<file path="config.mk">
export PLATFORM = sky130hd
export DESIGN_NAME = instr_encoder
export DESIGN_NICKNAME = d
export VERILOG_FILES = /design/src/rtl/instr_encoder.sv
export SDC_FILE = /design/constraint.sdc
export NUM_CORES = 1
export LEC_CHECK = 0
export CORE_MARGIN = 2
export CORE_UTILIZATION = 49
export DETAILED_ROUTE_END_ITERATION = 12
export GPL_TIMING_DRIVEN = 1
export PLACE_DENSITY_LB_ADDON = 0.08
export SLEW_MARGIN = 20
export SYNTH_ARGS = -nofsm -noshare
export SYNTH_HDL_FRONTEND = slang
export SYNTH_SLANG_ARGS = --single-unit
</file>
<file path="constraint.sdc">
create_clock -name clk -period 3.19 [get_ports clk]
set_input_delay 0.4785 -clock clk [delete_from_list [all_inputs] [get_ports clk]]
set_output_delay 0.4785 -clock clk [all_outputs]
set_load 0.02 [all_outputs]
</file>
<file path="src/rtl/instr_encoder.sv">
// Instruction encoder: turns decoded instruction fields into 32-bit words and
// streams them to sequential instruction-memory addresses for one programming run.
module instr_encoder #(
    parameter int ADDR_W = 8
) (
    input  logic              clk,
    input  logic              reset,
    input  logic              start,
    input  logic [ADDR_W-1:0] base_addr,
    input  logic [7:0]        len,
    input  logic              in_valid,
    output logic              in_ready,
    input  logic [4:0]        op_sel,
    input  logic [4:0]        rs,
    input  logic [4:0]        rt,
    input  logic [4:0]        rd,
    input  logic [4:0]        shamt,
    input  logic [25:0]       imm,
    output logic              out_valid,
    input  logic              out_ready,
    output logic [31:0]       out_word,
    output logic [ADDR_W-1:0] out_addr,
    output logic              busy,
    output logic              done,
    output logic              err_illegal
);

    typedef enum logic [1:0] {IDLE, RUN, DONE} state_t;

    state_t            state;
    logic [ADDR_W-1:0] addr;
    logic [7:0]        remaining;
    logic              legal;
    logic [31:0]       enc_word;
    logic              xfer;
    logic              drain;

    // Combinational encoder; legal=0 for the unassigned op codes.
    always_comb begin
        legal    = 1'b1;
        enc_word = 32'h0;
        case (op_sel)
            5'd0:  enc_word = {6'b000000, rs, rt, rd, 5'd0, 6'b100000};
            5'd1:  enc_word = {6'b000000, rs, rt, rd, 5'd0, 6'b100010};
            5'd2:  enc_word = {6'b000000, rs, rt, rd, 5'd0, 6'b100100};
            5'd3:  enc_word = {6'b000000, rs, rt, rd, 5'd0, 6'b100101};
            5'd4:  enc_word = {6'b000000, rs, rt, rd, 5'd0, 6'b100111};
            5'd5:  enc_word = {6'b000000, rs, rt, rd, 5'd0, 6'b100110};
            5'd6:  enc_word = {6'b000000, rs, rt, rd, 5'd0, 6'b101010};
            5'd7:  enc_word = {6'b000000, 5'd0, rt, rd, shamt, 6'b000000};
            5'd8:  enc_word = {6'b000000, 5'd0, rt, rd, shamt, 6'b000010};
            5'd9:  enc_word = {6'b100011, rs, rt, imm[15:0]};
            5'd10: enc_word = {6'b101011, rs, rt, imm[15:0]};
            5'd11: enc_word = {6'b000010, imm};
            5'd12: enc_word = {6'b011111, rs, 21'd0};
            5'd13: enc_word = {6'b000100, rs, rt, imm[15:0]};
            5'd14: enc_word = {6'b000101, rs, rt, imm[15:0]};
            5'd15: enc_word = {6'b001000, rs, rt, imm[15:0]};
            5'd16: enc_word = {6'b001001, rs, rt, imm[15:0]};
            5'd17: enc_word = {6'b001101, rs, rt, imm[15:0]};
            default: legal = 1'b0;
        endcase
    end

    assign drain    = out_valid && out_ready;
    assign in_ready = busy && (remaining != 8'd0) && (!out_valid || out_ready);
    assign xfer     = in_valid && in_ready;

    always_ff @(posedge clk or negedge reset) begin
        if (!reset) begin
            state       <= IDLE;
            busy        <= 1'b0;
            done        <= 1'b0;
            err_illegal <= 1'b0;
            addr        <= '0;
            remaining   <= 8'd0;
            out_valid   <= 1'b0;
            out_word    <= 32'h0;
            out_addr    <= '0;
        end else begin
            case (state)
                IDLE, DONE: begin
                    if (start) begin
                        err_illegal <= 1'b0;
                        if (len != 8'd0) begin
                            state     <= RUN;
                            busy      <= 1'b1;
                            done      <= 1'b0;
                            addr      <= base_addr;
                            remaining <= len;
                        end else begin
                            state <= DONE;
                            busy  <= 1'b0;
                            done  <= 1'b1;
                        end
                    end
                end
                RUN: begin
                    // A legal load takes priority over clearing on drain, so a
                    // same-cycle drain+reload keeps out_valid high.
                    if (xfer && legal) begin
                        out_word  <= enc_word;
                        out_addr  <= addr;
                        out_valid <= 1'b1;
                        addr      <= addr + ADDR_W'(1);
                        remaining <= remaining - 8'd1;
                    end else if (drain) begin
                        out_valid <= 1'b0;
                    end
                    if (xfer && !legal)
                        err_illegal <= 1'b1;
                    if (remaining == 8'd0 && (!out_valid || out_ready)) begin
                        state <= DONE;
                        busy  <= 1'b0;
                        done  <= 1'b1;
                    end
                end
                default: begin
                    state <= IDLE;
                    busy  <= 1'b0;
                    done  <= 1'b0;
                end
            endcase
        end
    end

endmodule

</file>
==> metrics <==
status=complete, no violations; global route overflow=0; Worst Tran Pin Value=0.832 ns; Via density=5.73; synthesized instance count=364; Root Buffer=clkbuf_8; fin crit period=2.69 ns; Initial DRT Pass Iterations=5; first-pass GRT wire length=15400 um; htree depth=3; final setup violation count=0; Worst Path Required=2.71 ns; Die X=86.6 um; Total GRT Usage=26.2%; # rows=30; Synth async-reset ratio=100%; Initial Util=50.0%; routed via count=3222; overall power=3670 uW; Leakage=0.00197 uW; synthesized area per cell=9.18 um2; Synth area leader=dfrtp_1; DIE AREA=7500 um2; CP Max Fanout=7; clock-pin slew on the worst setup and hold paths=0.07 ns; Synth Flop Type=dfrtp_1; final non-filler cell total=562; Clk Latency, worst-skew pair=0.35 ns; n_diodes=0; Max Freq=0.372 GHz; worst vdd ir=384 uV; startpoint types=register; Max clock buf depth=2; share of cells above drive strength 1=9.96%; Area after DPL=4570 um2; sequential share of the synthesized area=44.9%; Routed wire per std cell=16.6 um; overall routed net length=9310 um; syn nets=439; initial antenna violation count=0; Critical Path End Type=primary output; Design Area, Final=4790 um2; cell count after placement=546; drt drc=0; top post-synthesis cells by area=dfrtp_1 (45%), o21ai_0 (6.9%), a21oi_1 (5.7%); total setup buffers inserted after CTS=0; final hold vios=0; post-cts sizing count=0; clock skew=0.0153 ns; vias in the first global route=3256; # hold bufs at CTS=0; number of synthesized register bits=60; core area=6680 um2; Setup CP Type=register to primary output; RSZ-0062 raised after global routing=false; Final GP Congestion=0.843; CP arrival=2.21 ns; final setup margin=0.504 ns; pwr dens=767 nW/um2; IO Port Bufs=116; Final nets=552; largest net degree at the start of global routing=41; dpl ws=0.592 ns; max-cap violations=0; Die Span Y=86.6 um; cts bufs inserted=9; antenna-violating nets left=0; min-delay worst type=input port to asynchronous set/reset pin; Post-Synthesis Cell Area=3340 um2; DR iter-0 viols=159; Post-synth EDFFs=0; Sinks on Clock Net=60; Post-Route Setup TNS=0 ns; area grow syn2layout=43.2%; Tcrit/Tclk final=84.2%; post-synth cell types=62; IO Count=117; DP HPWL=6700 um; share of the synthesized area in the top cell type=44.9%; max-slew violation count=0; slew margin rel.=44.4%; CTS tree=done; yosys warns=0
cell families after synthesis:
| logic type | after synthesis | share of synthesized area, % |
|---|---|---|
| buffers and inverters | 29 | 4.08 |
| adder cells (fa/ha/maj) | 4 | 1.42 |
| XOR/XNOR | 2 | 0.524 |
| AND/OR/NAND/NOR | 117 | 18.9 |
| multiplexers | 12 | 4.72 |
| flip-flops | 60 | 44.9 |
| AO/OA/AOI/OAI | 140 | 25.5 |
final timing paths:
kind / slack (ns) / endpoint / cells after the start / from
setup / recovery: 0.50 / in_ready / 4 / remaining[2]
hold / removal: 0.14 / remaining[7] / 1 / reset
setup reg to reg: 1.14 / out_word[5] / 6 / remaining[2]
hold reg to reg: 0.48 / out_word[6] / 2 / out_word[6]
max in group asynchronous: 2.34 / out_word[16] / 2 / reset
min in group clk: 0.48 / out_word[6] / 2 / out_word[6]
routing by layer:
| metal | wire [um] | up-vias | track usage (%) |
|---|---|---|---|
| met1 | 3820 | 1525 | 31.9 |
| met4 | 162 | 0 | 11.9 |
| met2 | 4770 | 115 | 43.6 |
| met5 | 0 | - | 0 |
| li1 | - | 1567 | - |
| met3 | 561 | 15 | 6.86 |
area by class of cell:
type | count | area [um2]
repair buffers | 125 | 1240
clock buffers | 9 | 124
inverters | 6 | 22.5
multi-input cells | 275 | 1710
fillers | 540 | 1890
well taps | 80 | 100
clock inverters | 7 | 98.8
flip-flops and latches | 60 | 1500
metrics by stage:
stage	util, %	hold WS, ns
2_1_floorplan	-	0.183
3_3_place_gp	68.3	0.462
3_5_place_dp	68.3	0.470
4_1_cts	71.7	0.150
5_1_grt	71.7	0.179
6_report	71.7	0.140
sequential cells by signal (all words and copies together) (netlist names):
| register | flops |
|---|---|
| state | 1 |
| addr | 8 |
| out_valid | 1 |
| remaining | 8 |
| out_addr | 8 |
| done | 1 |
| err_illegal | 1 |
| out_word | 32 |
Yosys cell counts (2+ instances only):
library cell / n
nand3_1: 8
mux2_4: 7
o211ai_1: 2
o2bb2ai_1: 2
nand2_1: 48
mux2i_1: 3
and4_1: 2
buf_4: 2
or3_1: 2
a22oi_1: 22
nor2b_1: 2
nor4_1: 2
mux2_2: 2
buf_6: 2
a21oi_1: 38
o31ai_1: 8
nand4_1: 4
a2bb2oi_1: 3
ha_1: 3
nor3b_1: 3
nor2_1: 19
o22ai_1: 3
o21ai_1: 5
o21ai_0: 46
inv_1: 5
or4_1: 2
buf_2: 4
nor3_1: 2
and3_1: 3
dfrtp_1: 60
clkbuf_1: 14
nand2b_1: 6
where the power goes:
group	leakage (uW)	internal (uW)	total (uW)	switching [uW]
sequential	0.000745	1030	1270	244
clock	0.000110	443	777	333
combinational	0.00111	767	1630	859
total	0.00197	2240	3670	1440
placed cells by master (no fill, tap or decap), drive strengths merged, types with 2 or more instances in the layout:
cell / Yosys / layout
inv: 6 / 7
mux2i: 3 / 3
o21ai: 51 / 51
a2bb2oi: 3 / 3
or3: 2 / 2
a21oi: 39 / 39
o31ai: 8 / 8
ha: 3 / 3
clkinv: 0 / 3
and3: 3 / 3
nor3: 4 / 4
clkdlybuf4s50: 0 / 115
nand3: 8 / 8
nand4: 4 / 4
buf: 9 / 10
o22ai: 3 / 3
o2bb2ai: 2 / 2
nor4: 3 / 3
or4: 3 / 3
nor3b: 3 / 3
and4: 2 / 2
nor2: 21 / 21
dfrtp: 60 / 60
nand2b: 7 / 7
a22oi: 22 / 22
mux2: 9 / 9
bufinv: 0 / 2
nor2b: 2 / 2
clkbuf: 14 / 9
nand2: 49 / 49
a21o: 2 / 2
o211ai: 2 / 2
worst max-delay path: stages (launching register included):
cell             delay, ns
dfrtp_1               0.44
nor2_1                0.28
nand4b_2              0.32
and3_1                0.29
clkdlybuf4s50_1       0.53
No activity file was read; power rests on OpenSTA's default activity.
